==> config.mk <==
export PLATFORM = sky130hd
export DESIGN_NAME = mul_div_unit
export DESIGN_NICKNAME = d
export VERILOG_FILES = /design/src/rtl/mul_div_unit.sv
export SDC_FILE = /design/constraint.sdc
export NUM_CORES = 2
export LEC_CHECK = 0
export ABC_AREA = 1
export CELL_PAD_IN_SITES_DETAIL_PLACEMENT = 1
export CELL_PAD_IN_SITES_GLOBAL_PLACEMENT = 1
export CORE_MARGIN = 4
export CORE_UTILIZATION = 50
export DETAILED_ROUTE_END_ITERATION = 16
export DONT_BUFFER_PORTS = 1
export PLACE_DENSITY_LB_ADDON = 0.1
export REMOVE_ABC_BUFFERS = 1
export SYNTH_ARGS = -nofsm -noshare
export SYNTH_HDL_FRONTEND = slang
export SYNTH_SLANG_ARGS = --single-unit
export TNS_END_PERCENT = 1
==> constraint.sdc <==
create_clock -name clk -period 10.7 [get_ports clk]
set_input_delay 1.07 -clock clk [delete_from_list [all_inputs] [get_ports clk]]
set_output_delay 1.07 -clock clk [all_outputs]
set_load 0.01 [all_outputs]
==> src/rtl/mul_div_unit.sv <==
// Iterative multiply/divide unit owning HI/LO: MULT/MULTU/DIV/DIVU/MTHI/MTLO.
// Optional MADD/MSUB on ops 6/7 when MULDIV_MADD_EN is defined.
module mul_div_unit #(
  parameter int MUL_CYCLES = 4,
  parameter int DATA_W     = 32
) (
  input  logic              clk,
  input  logic              rst_n,
  input  logic              start,
  input  logic [2:0]        op,
  input  logic [DATA_W-1:0] rs_val,
  input  logic [DATA_W-1:0] rt_val,
  input  logic              flush,
  output logic              busy,
  output logic [DATA_W-1:0] hi,
  output logic [DATA_W-1:0] lo
);

  localparam logic [2:0] OP_MULT  = 3'd0;
  localparam logic [2:0] OP_MULTU = 3'd1;
  localparam logic [2:0] OP_DIV   = 3'd2;
  localparam logic [2:0] OP_DIVU  = 3'd3;
  localparam logic [2:0] OP_MTHI  = 3'd4;
  localparam logic [2:0] OP_MTLO  = 3'd5;
`ifdef MULDIV_MADD_EN
  localparam logic [2:0] OP_MADD  = 3'd6;
  localparam logic [2:0] OP_MSUB  = 3'd7;
`endif

  typedef enum logic [1:0] {IDLE, MUL, DIV, FIX} state_t;

  state_t            state;
  logic [4:0]        cnt;
  logic [DATA_W-1:0] opa;   // multiplicand, or dividend shifting into quotient
  logic [DATA_W-1:0] opb;   // multiplier, or divisor
  logic [DATA_W-1:0] rem;
  logic              msgn, q_neg, r_neg;
`ifdef MULDIV_MADD_EN
  logic              acc_en, acc_sub;
  logic [2*DATA_W-1:0] acc_res;
`endif

  // Sign-extend to 33 bits so one multiplier serves signed and unsigned.
  logic signed [2*DATA_W+1:0] prod_w;
  logic [2*DATA_W-1:0]        prod;
  assign prod_w = $signed({msgn & opa[DATA_W-1], opa}) * $signed({msgn & opb[DATA_W-1], opb});
  assign prod   = prod_w[2*DATA_W-1:0];

`ifdef MULDIV_MADD_EN
  assign acc_res = acc_sub ? ({hi, lo} - prod) : ({hi, lo} + prod);
`endif

  // Restoring division step; extra top bit catches the borrow even when divisor is zero.
  logic [DATA_W:0]   shf;
  logic [DATA_W+1:0] trial;
  logic              borrow;
  assign shf    = {rem, opa[DATA_W-1]};
  assign trial  = {1'b0, shf} - {2'b00, opb};
  assign borrow = trial[DATA_W+1];

  always_ff @(posedge clk or negedge rst_n) begin
    if (!rst_n) begin
      state <= IDLE;
      busy  <= 1'b0;
      hi    <= '0;
      lo    <= '0;
      cnt   <= '0;
      opa   <= '0;
      opb   <= '0;
      rem   <= '0;
      msgn  <= 1'b0;
      q_neg <= 1'b0;
      r_neg <= 1'b0;
`ifdef MULDIV_MADD_EN
      acc_en  <= 1'b0;
      acc_sub <= 1'b0;
`endif
    end else if (flush) begin
      state <= IDLE;
      busy  <= 1'b0;
      cnt   <= '0;
    end else begin
      case (state)
        IDLE: if (start) begin
          case (op)
            OP_MULT, OP_MULTU: begin
              opa   <= rs_val;
              opb   <= rt_val;
              msgn  <= (op == OP_MULT);
              cnt   <= 5'(MUL_CYCLES - 1);
              state <= MUL;
              busy  <= 1'b1;
`ifdef MULDIV_MADD_EN
              acc_en <= 1'b0;
`endif
            end
`ifdef MULDIV_MADD_EN
            OP_MADD, OP_MSUB: begin
              opa     <= rs_val;
              opb     <= rt_val;
              msgn    <= 1'b1;
              acc_en  <= 1'b1;
              acc_sub <= (op == OP_MSUB);
              cnt     <= 5'(MUL_CYCLES - 1);
              state   <= MUL;
              busy    <= 1'b1;
            end
`endif
            OP_DIV: begin
              opa   <= rs_val[DATA_W-1] ? -rs_val : rs_val;
              opb   <= rt_val[DATA_W-1] ? -rt_val : rt_val;
              q_neg <= rs_val[DATA_W-1] ^ rt_val[DATA_W-1];
              r_neg <= rs_val[DATA_W-1];
              rem   <= '0;
              cnt   <= 5'(DATA_W - 1);
              state <= DIV;
              busy  <= 1'b1;
            end
            OP_DIVU: begin
              opa   <= rs_val;
              opb   <= rt_val;
              q_neg <= 1'b0;
              r_neg <= 1'b0;
              rem   <= '0;
              cnt   <= 5'(DATA_W - 1);
              state <= DIV;
              busy  <= 1'b1;
            end
            OP_MTHI: hi <= rs_val;
            OP_MTLO: lo <= rs_val;
            default: ;
          endcase
        end
        MUL: begin
          if (cnt == '0) begin
`ifdef MULDIV_MADD_EN
            {hi, lo} <= acc_en ? acc_res : prod;
`else
            {hi, lo} <= prod;
`endif
            state <= IDLE;
            busy  <= 1'b0;
          end else begin
            cnt <= cnt - 5'd1;
          end
        end
        DIV: begin
          rem <= borrow ? shf[DATA_W-1:0] : trial[DATA_W-1:0];
          opa <= {opa[DATA_W-2:0], ~borrow};
          if (cnt == '0) state <= FIX;
          else           cnt   <= cnt - 5'd1;
        end
        FIX: begin
          lo    <= q_neg ? -opa : opa;
          hi    <= r_neg ? -rem : rem;
          state <= IDLE;
          busy  <= 1'b0;
        end
        default: begin
          state <= IDLE;
          busy  <= 1'b0;
        end
      endcase
    end
  end

endmodule

# == Yosys cells after proc, flatten, opt, wreduce, memory -nomap -nowiden ==
# Cells that the tools add are included.
# classes
eq_ne,20
reduce_logical,24
bitwise_logic,5
n_mux,38
n_shift,0
n_addsub,6
magnitude_cmp,0
n_mul,1
div_mod_pow,0
# op_table
operator,count
$mux W32,14
$pmux W32 S2,4
$pmux W32 S3,2
$neg A32 Y32,4
$mul A33 B33 Y64,1
$sub A33 B32 Y34,1
$reduce_and A4 Y1,8
$pmux W5 S2,2
$mux W5,3
$ne A3 B3 Y1 const B,5
$reduce_and A5 Y1,2
$mux W2,4
$pmux W2 S4,1
$eq A3 B2 Y1 const B,2
$eq A3 B3 Y1 const B,2
$ne A2 B2 Y1 const B,3
$reduce_bool A2 Y1,3
$reduce_bool A3 Y1,2
$reduce_or A2 Y1,3
$logic_not A5 Y1,1
$sub A5 B1 Y5 const B,1
$eq A2 B2 Y1 const B,2
$mux W1,4
$ne A2 B1 Y1 const B,2
other kinds (15),18
# word_totals
latchBits,0
ramBits,0
reg_bits,171
n_memories,0
romBits,0
word_cells,105
in_bits,71

# == Logic depth before layout (Yosys ltp) ==
# depth
depth_word,6
mapped_depth,36

# == Least setup slack after synthesis ==
# No wires, ideal clock.
# synth_timing
path_kind,flip-flop to flip-flop
start,reg opa[31]
end,reg hi[31]
slack_ps,3102
n_path_buf,3
setup_time_ps,121
t_arrival_ps,7477
required_time_ps,10579
stages_incl_launch_ff,30
cell_sequence,dfrtp_1 -> buf_2 -> nand2_1 -> clkbuf_1 -> buf_1 -> nor2_1 -> fa_1 -> inv_1 -> fa_1 -> inv_1 -> fa_1 -> inv_1 -> fa_1 -> fa_1 -> inv_1 -> fa_1 -> inv_1 -> fa_1 -> fa_1 -> inv_1 -> ha_1 -> nand2_1 -> nor3_1 -> nand2_1 -> nor3_1 -> nand2_1 -> nand2_1 -> nand2_1 -> nand3_1 -> a21oi_1
# synth_between
elab_chain_cells,4
# synth_lines
item,line,rtl
"start, declared",34,logic [DATA_W-1:0] opa;
"start signal, assigned",87,opa <= rs_val;
"start signal, assigned",110,opa <= rs_val[DATA_W-1] ? -rs_val : rs_val;
"start signal, assigned",120,opa <= rs_val;
$and A1 B1 Y1,46,"assign prod_w = $signed({msgn & opa[DATA_W-1], opa}) * $signed({msgn & opb[DATA_W-1], opb});"
$mul A33 B33 Y64 (*),46,
$mux W32 (*),135,if (cnt == '0) begin
$pmux W32 S3 (*),83,case (state)
"end signal, assigned",129,OP_MTHI: hi <= rs_val;
"end signal, assigned",139,"{hi, lo} <= prod;"
"end signal, assigned",155,hi <= r_neg ? -rem : rem;
"end, declared",15,"output logic [DATA_W-1:0] hi,"
# Every way passes the cells marked *; elsewhere a longest branch is shown, timed or not. The select of a mux whose other input is x is not followed.
# A chain may end at the register's enable or synchronous reset.

# == Final worst setup path ==
# layout_timing
start,reg msgn
end,reg hi[31]
# layout_between
elab_chain_cells,4
# layout_lines
item,line,rtl
"start, declared",37,"logic msgn, q_neg, r_neg;"
"start signal, assigned",89,msgn <= (op == OP_MULT);
$and A1 B1 Y1,46,
$mul A33 B33 Y64 (*),46,
$mux W32 (*),135,
$pmux W32 S3 (*),83,
# Marks and branches as above.

==> impl_results.md <==
- Nets@finish: 8611
- Hold Violations, Final: 0
- Cts bufs inserted: 17
- Worst rel slew slack: 0.131
- Max FO, Critical Path: 12
- Worst stage delay on the critical path: 1.03 ns
- Worst Slack Setup Final: 1.89 ns
- Wire per inst: 25.3 um
- Worst-skew pair later-pin latency: 0.53 ns
- FF-to-FF setup slack: 1.89 ns
- CP Launch Type: flip-flop
- CTS tree: built
- Share of cells above drive strength 1: 0.0350
- Cell Area, Synth: 54300 um^2
- H-tree lvl count: 4
- Post-route design area: 56100 um^2
- Highest metal used: met4
- Fin. max-slew vios: 0
- Die area: 114000 um^2
- Drt total wl: 217 mm
- Outcome: complete, no violations
- Ports: 136
- Vias in the first global route: 52781
- Commonest cells after routing, fill and taps aside: nand2_1, inv_1, fa_1
- Worst Max-Slew Pin Slew: 1.30 ns
- Req. time, crit path: 11.10 ns
- Clk_skew: 0.0298 ns
- Total grt overflow: 0
- Reg2reg end: hi[31]$_DFFE_PN0P_
- Post-synth cell types: 60
- Placed instance area: 55500 um^2
- Final setup TNS: 0 ns
- Finish-stage setup viols: 0
- Row count: 120
- Detailed Routing Iterations Pass 1: 5
- Period utilization: 0.824
- Top_reg_cell synth: dfrtp_1
- Min cycle time layout: 8.81 ns
- DP Worst Slack: 1.95 ns
- Starting density of the core: 0.506
- Post-route ant nets: 0
- First DRT Iteration DRCs: 3633
- Yosys warning count: 0
- Clock transition at path regs: 0.11 ns
- Async SR Flop Fraction: 1.00
- Via-to-Cell Ratio: 5.62
- Max Cap Viol: 0
- Core footprint: 108000 um^2
- Worst hold-check path type: input pin to async pin
- Largest net degree at the start of global routing: 172
- CP arrival: 9.21 ns
- Vias: 48219
- Clock Sinks: 171
- Crit Reg-Reg Startpoint: msgn$_DFFE_PN0P_
- Met2 wire len: 103 mm
- CTS Root Cell: clkbuf_16
- Crit. End Element: flip-flop
- Worst R2R Path Depth: 28
- Yosys top cell area share: 0.415
- Sequential-to-total area share from yosys stat: 0.0787
- Critical path class: flip-flop to flip-flop
- Die H: 338 um
- Initial antenna violation count: 8
- Post-cts resize count: 0
- Synthesized instance count: 7374
- Syn-to-layout area delta: 3.23%
- Post-CTS Setup Bufs: 0
- Area contributors post-synth: fa_1, nand2_1, inv_1
- Unrepaired setup endpoints after global routing: false
- WL met1: 86.0 mm
- Dpl hpwl: 182 mm
- First-pass GRT wire length: 328 mm
- Commonest non-fill, non-tap cell in the layout: nand2_1
- Overall global routing resource usage: 0.390
- # hold bufs at CTS: 0
- Longest Clk Path Bufs: 2
- Crit-path slowest cell: fa_1
- Max Clk Rate: 113 MHz
- Residual DRC: 0
- Die width: 338 um
- Syn avg cell area: 7.37 um^2
- Post-synth EDFFs: 0
- Yosys top cell by area: fa_1
- Gpl congestion: 0.982
- DR WL met3: 16.4 mm
- # port buffers: 0
- FF+latch count, synth: 171
[critical path: cells and delay by family, from the launching register on]
| family | cells | cell delay, ns |
|---|---|---|
| AO/OA/AOI/OAI | 1 | 0.08 |
| AND/OR/NAND/NOR | 11 | 1.99 |
| adder cells (fa/ha/maj) | 9 | 5.26 |
| flip-flops | 1 | 0.43 |
| buffers and inverters | 7 | 0.92 |
[layout make-up]
type	count	area, um^2
clock buffers	18	429
clock inverters	14	128
well taps	1403	1760
multi-input cells	4900	41300
diodes	6	15.0
flip-flops and latches	171	4280
inverters	1966	7380
repair buffers	103	786
fillers	13763	51400
[routing by layer]
| layer | global-route usage | up-vias |
|---|---|---|
| met4 | 0.182 | 0 |
| li1 | - | 20885 |
| met5 | 0 | - |
| met3 | 0.0766 | 472 |
| met2 | 0.648 | 1800 |
| met1 | 0.491 | 25062 |
[flip-flops by register name, indices dropped and copies added (netlist names)]
signal  cells
opa        32
rem        32
q_neg       1
busy        1
cnt         5
r_neg       1
hi         32
state       2
msgn        1
lo         32
opb        32
[per-stage QoR]
step	utilization	hold slack [ns]	std cells
2_1_floorplan	-	0.485	7037
3_3_place_gp	0.517	0.466	8543
3_5_place_dp	0.517	0.492	8543
4_1_cts	0.522	0.204	8575
5_1_grt	0.522	0.214	8577
6_report	0.522	0.240	8581
[worst max-delay path by stage]
stage                              from                  to  cells past startpoint
floorplan           opa[31]$_DFFE_PN0P_  hi[30]$_DFFE_PN0P_                     27
global route           msgn$_DFFE_PN0P_  hi[31]$_DFFE_PN0P_                     27
CTS                    msgn$_DFFE_PN0P_  hi[31]$_DFFE_PN0P_                     28
finish                 msgn$_DFFE_PN0P_  hi[31]$_DFFE_PN0P_                     28
detailed placement     msgn$_DFFE_PN0P_  hi[31]$_DFFE_PN0P_                     28
global placement       msgn$_DFFE_PN0P_  hi[31]$_DFFE_PN0P_                     28
[cells by family after synthesis]
logic type,Yosys count,synth area share
simple gates,2874,0.215
buf+inv,2303,0.161
compound gates,579,0.0607
xor+xnor,66,0.0106
fa+ha+maj,1381,0.474
flops,171,0.0787
[cell usage after synthesis, types with 7 or more instances]
cell	count
nor3_1	63
nand3b_1	13
clkbuf_1	207
buf_2	51
inv_2	16
a31oi_1	12
fa_1	1126
a2bb2oi_1	8
inv_1	1949
nor2_1	415
xnor2_1	29
o22ai_1	22
a21boi_1	20
buf_1	69
or2_2	43
ha_1	255
a21boi_0	7
o21ai_0	206
o211ai_1	19
nor4_1	7
a21oi_1	199
o21a_1	8
dfrtp_1	171
nand3_1	251
o21ai_1	26
nand2_1	1984
o221ai_1	8
nand4_1	54
nor2_2	14
o21bai_1	13
xor2_1	37
Power is left out: the tool's default activity adds up to more than one toggle a clock period on the data nets, which glitch-free logic cannot reach.
